--- src/rtl/i2c_pkg.sv ---
// Shared I2C definitions: FSM state names, ACK/NACK bit values and the
// default BME280 device address.
package i2c_pkg;

    localparam logic [6:0] BME280_ADDR = 7'h76;

    localparam logic ACK  = 1'b0;
    localparam logic NACK = 1'b1;

    typedef enum logic [3:0] {
        IDLE,
        ADDR,
        ADDR_ACK,
        REG_PTR,
        REG_PTR_ACK,
        WR_DATA,
        WR_ACK,
        RD_DATA,
        RD_ACK,
        WAIT_STOP
    } i2c_state_t;

endpackage

--- src/rtl/i2c_bus_sync.sv ---
// I2C bus front end: synchronizes scl/sda_in into the clk domain and decodes
// SCL edges plus START/STOP conditions.
// Ports:
//   clk, rst      system clock, synchronous active-low reset
//   scl, sda_in   raw bus pins
//   sda_s         synchronized SDA level
//   scl_rise_c    SCL rising edge (combinational, one clk wide)
//   scl_fall_c    SCL falling edge
//   start_c       SDA fell while SCL high
//   stop_c        SDA rose while SCL high
module i2c_bus_sync #(
    parameter int unsigned SYNC_STAGES = 2
) (
    input  logic clk,
    input  logic rst,
    input  logic scl,
    input  logic sda_in,
    output logic sda_s,
    output logic scl_rise_c,
    output logic scl_fall_c,
    output logic start_c,
    output logic stop_c
);

    logic [SYNC_STAGES-1:0] scl_sync;
    logic [SYNC_STAGES-1:0] sda_sync;
    logic                   scl_hist;
    logic                   sda_hist;
    logic                   scl_s;

    // Synchronizer chain plus one history flop; idle bus level is high.
    always_ff @(posedge clk) begin
        if (!rst) begin
            scl_sync <= '1;
            sda_sync <= '1;
            scl_hist <= 1'b1;
            sda_hist <= 1'b1;
        end else begin
            scl_sync <= {scl_sync[SYNC_STAGES-2:0], scl};
            sda_sync <= {sda_sync[SYNC_STAGES-2:0], sda_in};
            scl_hist <= scl_sync[SYNC_STAGES-1];
            sda_hist <= sda_sync[SYNC_STAGES-1];
        end
    end

    assign scl_s = scl_sync[SYNC_STAGES-1];
    assign sda_s = sda_sync[SYNC_STAGES-1];

    assign scl_rise_c = scl_s & ~scl_hist;
    assign scl_fall_c = ~scl_s & scl_hist;
    // SCL must be high on both samples so an SCL edge never reads as START/STOP.
    assign start_c    = scl_s & scl_hist & sda_hist & ~sda_s;
    assign stop_c     = scl_s & scl_hist & ~sda_hist & sda_s;

endmodule

--- src/rtl/i2c_slave.sv ---
// Register-mapped I2C target with a byte-wide local register file.
// Ports:
//   clk, rst                 system clock, synchronous active-low reset
//   scl, sda_in              bus pins (sampled on clk)
//   sda_out, tristate        open-drain SDA drive (tristate=1 releases)
//   ext_wr_en/addr/data      application write port
//   ext_rd_addr/ext_rd_data  application read port, 1 clk latency
//   wr_valid/wr_addr/wr_data pulse reporting each bus-master register write
//   busy                     addressed transaction in progress
module i2c_slave
    import i2c_pkg::*;
#(
    parameter logic [6:0]  SLAVE_ADDRESS = BME280_ADDR,
    parameter int unsigned REG_ADDR_W    = 4,
    parameter int unsigned SYNC_STAGES   = 2
) (
    input  logic                  clk,
    input  logic                  rst,
    input  logic                  scl,
    input  logic                  sda_in,
    output logic                  sda_out,
    output logic                  tristate,
    input  logic                  ext_wr_en,
    input  logic [REG_ADDR_W-1:0] ext_wr_addr,
    input  logic [7:0]            ext_wr_data,
    input  logic [REG_ADDR_W-1:0] ext_rd_addr,
    output logic [7:0]            ext_rd_data,
    output logic                  wr_valid,
    output logic [REG_ADDR_W-1:0] wr_addr,
    output logic [7:0]            wr_data,
    output logic                  busy
);

    localparam int unsigned NUM_REGS = 1 << REG_ADDR_W;

    logic sda_s, scl_rise_c, scl_fall_c, start_c, stop_c;

    i2c_bus_sync #(.SYNC_STAGES(SYNC_STAGES)) u_bus_sync (
        .clk        (clk),
        .rst        (rst),
        .scl        (scl),
        .sda_in     (sda_in),
        .sda_s      (sda_s),
        .scl_rise_c (scl_rise_c),
        .scl_fall_c (scl_fall_c),
        .start_c    (start_c),
        .stop_c     (stop_c)
    );

    i2c_state_t            state_q, state_n;
    logic [2:0]            bit_cnt_q, bit_cnt_n;
    logic [7:0]            shift_q, shift_n;
    logic [REG_ADDR_W-1:0] ptr_q, ptr_n;
    logic                  rw_q, rw_n;
    logic                  tristate_n, busy_n, wr_valid_n;
    logic [REG_ADDR_W-1:0] wr_addr_n;
    logic [7:0]            wr_data_n;
    logic                  bus_we_c;
    logic [7:0]            rx_byte_c;
    logic                  byte_done_c;
    logic [REG_ADDR_W-1:0] ptr_inc_c;
    logic [7:0]            regs [NUM_REGS];

    assign rx_byte_c   = {shift_q[6:0], sda_s};
    assign byte_done_c = scl_rise_c && (bit_cnt_q == 3'd7);
    assign ptr_inc_c   = ptr_q + REG_ADDR_W'(1);

    // Next-state and datapath decisions.
    always_comb begin
        state_n    = state_q;
        bit_cnt_n  = bit_cnt_q;
        shift_n    = shift_q;
        ptr_n      = ptr_q;
        rw_n       = rw_q;
        tristate_n = tristate;
        busy_n     = busy;
        wr_valid_n = 1'b0;
        wr_addr_n  = wr_addr;
        wr_data_n  = wr_data;
        bus_we_c   = 1'b0;

        if (start_c) begin
            state_n    = ADDR;
            bit_cnt_n  = 3'd0;
            tristate_n = 1'b1;
        end else if (stop_c) begin
            state_n    = IDLE;
            tristate_n = 1'b1;
            busy_n     = 1'b0;
        end else begin
            case (state_q)
                ADDR, REG_PTR, WR_DATA: begin
                    if (scl_rise_c) begin
                        shift_n   = rx_byte_c;
                        bit_cnt_n = bit_cnt_q + 3'd1;
                    end
                    if (byte_done_c) begin
                        if (state_q == ADDR) begin
                            if (rx_byte_c[7:1] == SLAVE_ADDRESS) begin
                                state_n = ADDR_ACK;
                                rw_n    = rx_byte_c[0];
                                busy_n  = 1'b1;
                            end else begin
                                state_n = WAIT_STOP;
                                busy_n  = 1'b0;
                            end
                        end else if (state_q == REG_PTR) begin
                            ptr_n   = rx_byte_c[REG_ADDR_W-1:0];
                            state_n = REG_PTR_ACK;
                        end else begin
                            bus_we_c   = 1'b1;
                            wr_valid_n = 1'b1;
                            wr_addr_n  = ptr_q;
                            wr_data_n  = rx_byte_c;
                            ptr_n      = ptr_inc_c;
                            state_n    = WR_ACK;
                        end
                    end
                end
                // First fall after the byte starts the ACK, the second ends it.
                ADDR_ACK, REG_PTR_ACK, WR_ACK: begin
                    if (scl_fall_c) begin
                        if (tristate) begin
                            tristate_n = ACK;
                        end else begin
                            tristate_n = 1'b1;
                            bit_cnt_n  = 3'd0;
                            if (state_q != ADDR_ACK) begin
                                state_n = WR_DATA;
                            end else if (!rw_q) begin
                                state_n = REG_PTR;
                            end else begin
                                state_n    = RD_DATA;
                                shift_n    = regs[ptr_q];
                                tristate_n = regs[ptr_q][7];
                            end
                        end
                    end
                end
                // Bit count advances per fall; the 8th fall hands SDA back.
                RD_DATA: begin
                    if (scl_fall_c) begin
                        if (bit_cnt_q == 3'd7) begin
                            tristate_n = 1'b1;
                            bit_cnt_n  = 3'd0;
                            state_n    = RD_ACK;
                        end else begin
                            shift_n    = {shift_q[6:0], 1'b0};
                            bit_cnt_n  = bit_cnt_q + 3'd1;
                            tristate_n = shift_q[6];
                        end
                    end
                end
                // Any fall seen here follows an ACK, since NACK leaves the state.
                RD_ACK: begin
                    if (scl_rise_c) begin
                        if (sda_s == NACK) begin
                            state_n = WAIT_STOP;
                        end else begin
                            ptr_n   = ptr_inc_c;
                            shift_n = regs[ptr_inc_c];
                        end
                    end else if (scl_fall_c) begin
                        state_n    = RD_DATA;
                        bit_cnt_n  = 3'd0;
                        tristate_n = shift_q[7];
                    end
                end
                default: ;
            endcase
        end
    end

    // FSM and output registers; sda_out is 0 whenever SDA is driven.
    always_ff @(posedge clk) begin
        if (!rst) begin
            state_q   <= IDLE;
            bit_cnt_q <= 3'd0;
            shift_q   <= 8'd0;
            ptr_q     <= '0;
            rw_q      <= 1'b0;
            tristate  <= 1'b1;
            sda_out   <= 1'b1;
            busy      <= 1'b0;
            wr_valid  <= 1'b0;
            wr_addr   <= '0;
            wr_data   <= 8'd0;
        end else begin
            state_q   <= state_n;
            bit_cnt_q <= bit_cnt_n;
            shift_q   <= shift_n;
            ptr_q     <= ptr_n;
            rw_q      <= rw_n;
            tristate  <= tristate_n;
            sda_out   <= tristate_n;
            busy      <= busy_n;
            wr_valid  <= wr_valid_n;
            wr_addr   <= wr_addr_n;
            wr_data   <= wr_data_n;
        end
    end

    // Register file; a bus write beats an application write to the same index.
    always_ff @(posedge clk) begin
        if (!rst) begin
            for (int unsigned i = 0; i < NUM_REGS; i++) regs[i] <= 8'd0;
            ext_rd_data <= 8'd0;
        end else begin
            for (int unsigned i = 0; i < NUM_REGS; i++) begin
                if (bus_we_c && (ptr_q == REG_ADDR_W'(i))) begin
                    regs[i] <= rx_byte_c;
                end else if (ext_wr_en && (ext_wr_addr == REG_ADDR_W'(i))) begin
                    regs[i] <= ext_wr_data;
                end
            end
            ext_rd_data <= regs[ext_rd_addr];
        end
    end

endmodule

--- config.mk ---
export PLATFORM = sky130hd
export DESIGN_NAME = i2c_slave
export DESIGN_NICKNAME = d
export VERILOG_FILES = /design/src/rtl/i2c_pkg.sv /design/src/rtl/i2c_bus_sync.sv /design/src/rtl/i2c_slave.sv
export SDC_FILE = /design/constraint.sdc
export NUM_CORES = 1
export LEC_CHECK = 0
export CELL_PAD_IN_SITES_DETAIL_PLACEMENT = 0
export CELL_PAD_IN_SITES_GLOBAL_PLACEMENT = 1
export CORE_MARGIN = 4
export CORE_UTILIZATION = 40
export CTS_BUF_LIST = sky130_fd_sc_hd__clkbuf_4
export DETAILED_ROUTE_END_ITERATION = 7
export HOLD_SLACK_MARGIN = 0.12
export PLACE_DENSITY = 0.71
export SLEW_MARGIN = 10
export SYNTH_ARGS = -nofsm -noshare
export SYNTH_HDL_FRONTEND = slang
export SYNTH_SLANG_ARGS = --single-unit
--- constraint.sdc ---
create_clock -name clk -period 4.36 [get_ports clk]
set_clock_uncertainty 0.2 [all_clocks]
set_input_delay 0.654 -clock clk [delete_from_list [all_inputs] [get_ports clk]]
set_output_delay 0.654 -clock clk [all_outputs]
set_load 0.005 [all_outputs]
==> results of run 1 <==
metal layers:
layer / vias up / share of wire, % / wire [µm] / GRT usage, %
met5: - / 0 / 0 / 0
met3: 86 / 10 / 4190 / 6.47
met4: 0 / 3.1 / 1270 / 8.35
met1: 4829 / 40 / 16200 / 34.8
li1: 4158 / - / - / -
met2: 547 / 47 / 19100 / 40.5
logic make-up after synthesis:
| logic type | share of synthesized area (%) |
|---|---|
| mux | 21.6 |
| flops | 42.1 |
| simple gates | 15.0 |
| buf+inv | 4.30 |
| fa+ha+maj | 0.967 |
| compound gates | 15.6 |
| xor+xnor | 0.451 |
final timing paths:
kind | end | slack [ns] | cells after the start
setup reg to reg | regs[1][1]$_SDFFCE_PN0P_ | 1.08 | 7
setup / recovery | regs[1][1]$_SDFFCE_PN0P_ | 1.08 | 7
hold reg to reg | u_bus_sync.scl_sync[1]$_SDFF_PN1_ | 0.23 | 1
hold / removal | u_bus_sync.scl_sync[1]$_SDFF_PN1_ | 0.23 | 1
sequential cells by signal, indices dropped and copies added (netlist names), 2 cells and up, named ones only:
name / cells
u_bus_sync.scl_sync: 2
state_q: 4
u_bus_sync.sda_sync: 2
shift_q: 8
wr_addr: 4
ptr_q: 4
wr_data: 8
ext_rd_data: 8
bit_cnt_q: 3
regs: 128
power by group through the flow:
| stage | Clock [mW] | Combinational, mW | Sequential [mW] |
|---|---|---|---|
| after global placement | 0 | 0.356 | 2.02 |
| after floorplan | 0 | 0.227 | 1.98 |
| final | 0.978 | 0.361 | 1.99 |
| after CTS | 0.992 | 0.358 | 1.99 |
| after global routing | 1.06 | 0.380 | 2.00 |
| after detailed placement | 0 | 0.357 | 2.03 |
per-stage QoR:
stage	utilization (%)	hold slack (ns)	cell area, µm²	setup WS, ns
3_3_place_gp	43.5	0.191	12500	1.08
2_1_floorplan	-	0.186	11700	1.39
4_1_cts	44.5	0.230	12800	1.07
3_5_place_dp	43.5	0.191	12500	1.05
6_report	44.5	0.227	12800	1.08
5_1_grt	44.5	0.255	12800	0.835
cell type report:
cell class              instances  share of cell area, %
diodes                          1                 0.0196
inverters                      16                  0.471
clock inverters                14                   1.13
well taps                     384                   3.76
clock buffers                  18                   1.06
repair buffers                 81                   5.75
flip-flops and latches        181                   38.4
multi-input cells             772                   49.4
Yosys cell counts (4+ instances only):
cell / n / area, µm²
a211oi_1: 15 / 113
a21oi_1: 61 / 305
a22o_1: 56 / 490
a311oi_1: 27 / 236
and2_1: 12 / 75.1
and3_1: 9 / 56.3
buf_1: 10 / 37.5
buf_2: 16 / 80.1
clkbuf_1: 84 / 315
dfxtp_1: 53 / 1060
edfxtp_1: 128 / 3840
ha_1: 9 / 113
inv_1: 15 / 56.3
mux2_2: 55 / 619
mux2i_1: 18 / 180
mux4_2: 76 / 1710
nand2_1: 155 / 582
nand2b_1: 14 / 87.6
nand3_1: 46 / 230
nand3b_1: 17 / 128
nand4_1: 5 / 31.3
nor2_1: 32 / 120
nor2b_1: 4 / 25.0
nor3_1: 6 / 30.0
nor3b_1: 15 / 113
o211ai_1: 13 / 97.6
o21ai_0: 42 / 210
o22ai_1: 17 / 106
o32ai_1: 5 / 43.8
or2_2: 8 / 50.1
or3_1: 8 / 50.1
worst reg2reg max path, cell delays in order (launching register included):
cell and delay [ns]:
dfxtp_1 0.38, ha_1 0.16, ha_1 0.26, nand4b_1 0.25, a2111o_1 0.63, nor3_2 0.50
a211oi_1 0.35, a22o_1 0.32
==> impl_metrics.json, run 1 <==
{
  "status": "finished clean",
  "vdd_ir_drop_max_mv": 0.175,
  "min_period_over_period_pct": 75.2,
  "cp.buffers_inverters": 0,
  "postSynthAreaPerCell_um2": 10.8,
  "antenna_found_initial": 1,
  "drtAntennaViolNets": 0,
  "synth_ff_type": "edfxtp_1",
  "fill_cells": 2733,
  "tightest_slew_ns": 1.18,
  "crit_fanout": 9,
  "cts_buffer_depth": 2,
  "path_clk_slew_ns": 0.17,
  "grt_pass1_wl_um": 60300,
  "clk_latency_ns": 0.61,
  "grt_pass1_vias": 9175,
  "powerDensity_nw_per_um2": 261,
  "postCtsSetupBuffers": 0,
  "fp.dieH_um": 179,
  "dp_cells": 1434,
  "crit_chain": "ha_1, ha_1, nand4b_1, a2111o_1, nor3_2, a211oi_1, a22o_1",
  "core_um2": 28700,
  "cts_resized": 0,
  "grt_max_degree": 53,
  "required_ns": 4.54,
  "die_width_um": 179,
  "slowest_delay_ns": 0.63,
  "crit_type": "reg2reg",
  "ctsHtreeMaxLevel": 4,
  "layout_commonest_cell": "nand2_1",
  "clkSinkCount": 181,
  "finalHoldViolCount": 0,
  "mostFrequentLayoutCells": "nand2_1, edfxtp_1, mux4_2, a21oi_1, a22o_1",
  "crit_path_end_kind": "flip-flop",
  "synth-edff-count": 128,
  "tritoncts": "built",
  "path_delay_family": "compound AO/OA/AOI/OAI gates",
  "root_buffer": "clkbuf_4",
  "fin_crit_ns": 3.28,
  "worstHoldStart": "u_bus_sync.scl_sync[0]$_SDFF_PN1_",
  "numCtsBuffers": 17,
  "first_pass_iters": 5,
  "syn2layout_area_growth_pct": 9.54,
  "maxCapViolCount": 0,
  "hpwlAfterDp_um": 29200,
  "syn_area_um2": 11700,
  "internal-power_mw": 2.39,
  "synth-seq-cells": 181,
  "routed_via_density": 6.56,
  "cp_common_cell": "ha_1",
  "wl_per_cell_um": 27.8,
  "regArea_um2": 4910,
  "overflow": 0,
  "ys_types": 64,
  "critPathLaunchType": "flip-flop",
  "synthCells": 1080,
  "pwr-share-seq_pct": 59.8,
  "die_area_um2": 31900,
  "io_buffers": 44,
  "vias": 9620,
  "synth_nets": 1110,
  "gp_congestion": 0.972,
  "start_util_pct": 40.6,
  "slew_violations": 0,
  "grt_util_all_layers_pct": 25.7,
  "rsz0062_at_grt": "no",
  "io_pins": 45,
  "timing.setup.tns_ns": 0,
  "drt_iter0_drc": 1042,
  "total_power_mw": 3.33,
  "wirelength_um": 40700,
  "drc": 0,
  "ys_seq_area_share_pct": 42.1,
  "num_rows": 62,
  "hp-class": "reg2reg",
  "r2r-start": "bit_cnt_q[0]$_SDFFE_PP0P_",
  "layout-drive-gt1-share_pct": 21.0,
  "clock.fmax_mhz": 305,
  "crit_arrival_ns": 3.46,
  "synthArstFlopShare_pct": 0,
  "setup_viol": 0,
  "p_sw_share_pct": 28.3,
  "fin_cells": 1467,
  "multiInputGateArea_um2": 6300,
  "clock_power_share_pct": 29.3,
  "power.leakage_nw": 4.05,
  "cts_hold_buf": 0,
  "finalNetCount": 1099,
  "p_switching_uw": 944,
  "yosys_warnings": 0,
  "crit_start": "bit_cnt_q[0]$_SDFFE_PP0P_",
  "pwr-share-comb_pct": 10.8,
  "relSlewSlack_pct": 21.6,
  "slowest_stage": "a2111o_1"
}
(Power assumes the default switching activity.)
==> run 2: changes to the inputs <==
PLACE_DENSITY = 0.74   (was 0.71)
clock period = 2.8 ns   (was 4.36 ns; I/O delays follow)
==> run 2 against run 1 <==
The run now ends with negative setup slack left. Worst setup slack lost 1.1 ns. Critical path type unchanged. Non-clock buffer count grew 81. Power grew 65%. Clock power grew 82%. Sequential power grew 56%. Combinational power grew 73%. Die area is the same. Routed wire length shrank 0.11%. Critical endpoint is now regs[10][6]$_SDFFCE_PN0P_.
==> impl_metrics.json, run 2 (synthesized netlist as in run 1, its figures left out) <==
{
  "slew_violations": 0,
  "cts_buffer_depth": 2,
  "layout_commonest_cell": "nand2_1",
  "worst-r2r-cell-count": 7,
  "grt_max_degree": 64,
  "crit_fanout": 8,
  "critPathLaunchType": "flip-flop",
  "rsz0062_at_grt": "yes",
  "setup_slack_ns": -0.0105,
  "multiInputGateArea_um2": 6410,
  "required_ns": 2.98,
  "layout-drive-gt1-share_pct": 27.4,
  "first_pass_iters": 5,
  "power.leakage_nw": 4.57,
  "fin_hold_ws_ns": 0.155,
  "fill_cells": 2663,
  "relSlewSlack_pct": 43.6,
  "clk_latency_ns": 0.63,
  "vias": 9960,
  "violations": "negative setup slack",
  "grt_util_all_layers_pct": 25.4,
  "clkSinkCount": 181,
  "hp-class": "in2reg",
  "setup_viol": 4,
  "io_buffers": 44,
  "tightest_slew_ns": 0.845,
  "routed_via_density": 6.43,
  "die_area_um2": 31900,
  "path_clk_slew_ns": 0.19,
  "pre_cts_ws_ns": -0.182,
  "holdPathStages": 2,
  "holdPathEnd": "u_bus_sync.sda_sync[0]$_SDFF_PN1_",
  "worstHoldStart": "sda_in",
  "largest_reg_flops": 128,
  "total_power_mw": 5.51,
  "top_register": "regs",
  "wl_per_cell_um": 26.3,
  "drtAntennaViolNets": 0,
  "root_buffer": "clkbuf_4",
  "overflow": 0,
  "vdd_ir_drop_max_mv": 0.258,
  "io_pins": 45,
  "status": "finished with violations",
  "timing.setup.tns_ns": -0.0259,
  "finalHoldViolCount": 0,
  "r2r-start": "bit_cnt_q[1]$_SDFFE_PP0P_",
  "ctsHtreeMaxLevel": 4,
  "crit_arrival_ns": 2.99,
  "tritoncts": "built",
  "r2r-end": "regs[10][6]$_SDFFCE_PN0P_",
  "grt_pass1_wl_um": 60200,
  "antenna_found_initial": 1,
  "finalNetCount": 1180,
  "grt_pass1_vias": 9482,
  "rrSetupSlack_ns": -0.01,
  "wirelength_um": 40700,
  "start_util_pct": 40.6,
  "syn2layout_area_growth_pct": 18.3,
  "numCtsBuffers": 17,
  "clock.fmax_mhz": 356,
  "mostFrequentLayoutCells": "nand2_1, edfxtp_1, buf_4, mux4_2, a21oi_1",
  "crit_path_end_kind": "flip-flop",
  "min_period_over_period_pct": 100,
  "fin_crit_ns": 2.81,
  "powerDensity_nw_per_um2": 400,
  "crit_type": "reg2reg",
  "regArea_um2": 4910,
  "num_rows": 62,
  "drc": 0,
  "core_um2": 28700,
  "hpwlAfterDp_um": 30000,
  "fp.dieH_um": 179,
  "finish.utilization_pct": 48.0,
  "drt_iter0_drc": 1434,
  "gp_congestion": 0.997,
  "die_width_um": 179,
  "maxCapViolCount": 0
}
==> run 2: final cells by class <==
class	instances	share of cell area, %
multi-input cells	772	46.5
flip-flops and latches	181	35.6
repair buffers	162	11.3
well taps	384	3.48
clock inverters	15	1.75
clock buffers	17	0.926
inverters	16	0.436
diodes	1	0.0182
==> run 2: timing repair <==
action / 4_1_cts / 5_1_grt
hold endpoints to repair: 6 / 0
setup endpoints to repair: 49 / 130
hold buffers: 1 / 0
cloned: 0 / 1
resized for setup: 3 / 16
pin swaps: 1 / 6
setup buffers: 0 / 3
==> run 2: power by group <==
part	internal, mW	total [mW]	switching, mW
Combinational	0.313	0.626	0.313
Sequential	2.98	3.11	0.128
Clock	0.506	1.78	1.27
Total	3.80	5.51	1.71
==> run 2: metal layers <==
layer	global-route usage [%]	share of wire (%)	vias up
met4	8.44	3.6	0
met2	39.1	45	666
met3	4.72	12	87
met1	36.5	40	4885
li1	-	-	4322
met5	0	0	-
==> run 2: worst max-delay path, cell delays in order (launching register included) <==
cell	delay (ns)
dfxtp_2	0.38
ha_4	0.16
ha_4	0.15
nand4b_1	0.12
a2111o_1	0.30
nor3b_4	0.12
a211oi_2	0.75
mux2_2	0.42
==> run 2: per-stage QoR <==
| stage | instances | instance area (µm²) |
|---|---|---|
| 5_1_grt | 1548 | 13800 |
| 2_1_floorplan | 1080 | 11700 |
| 3_3_place_gp | 1511 | 13200 |
| 3_5_place_dp | 1511 | 13200 |
| 4_1_cts | 1544 | 13600 |
| 6_report | 1548 | 13800 |
==> run 2: worst max path at each step <==
stage | start | end | slack (ns) | cells past startpoint
4_1_cts | bit_cnt_q[0]$_SDFFE_PP0P_ | regs[11][4]$_SDFFCE_PN0P_ | -0.08 | 7
3_3_place_gp | ext_wr_en | regs[0][0]$_SDFFCE_PN0P_ | -0.12 | 4
3_5_place_dp | bit_cnt_q[0]$_SDFFE_PP0P_ | regs[1][4]$_SDFFCE_PN0P_ | -0.18 | 9
5_1_grt | bit_cnt_q[1]$_SDFFE_PP0P_ | regs[10][6]$_SDFFCE_PN0P_ | -0.04 | 7
2_1_floorplan | ptr_q[0]$_SDFFE_PN0P_ | shift_q[7]$_SDFFE_PN0P_ | -0.002 | 9
6_report | bit_cnt_q[1]$_SDFFE_PP0P_ | regs[10][6]$_SDFFCE_PN0P_ | -0.01 | 7
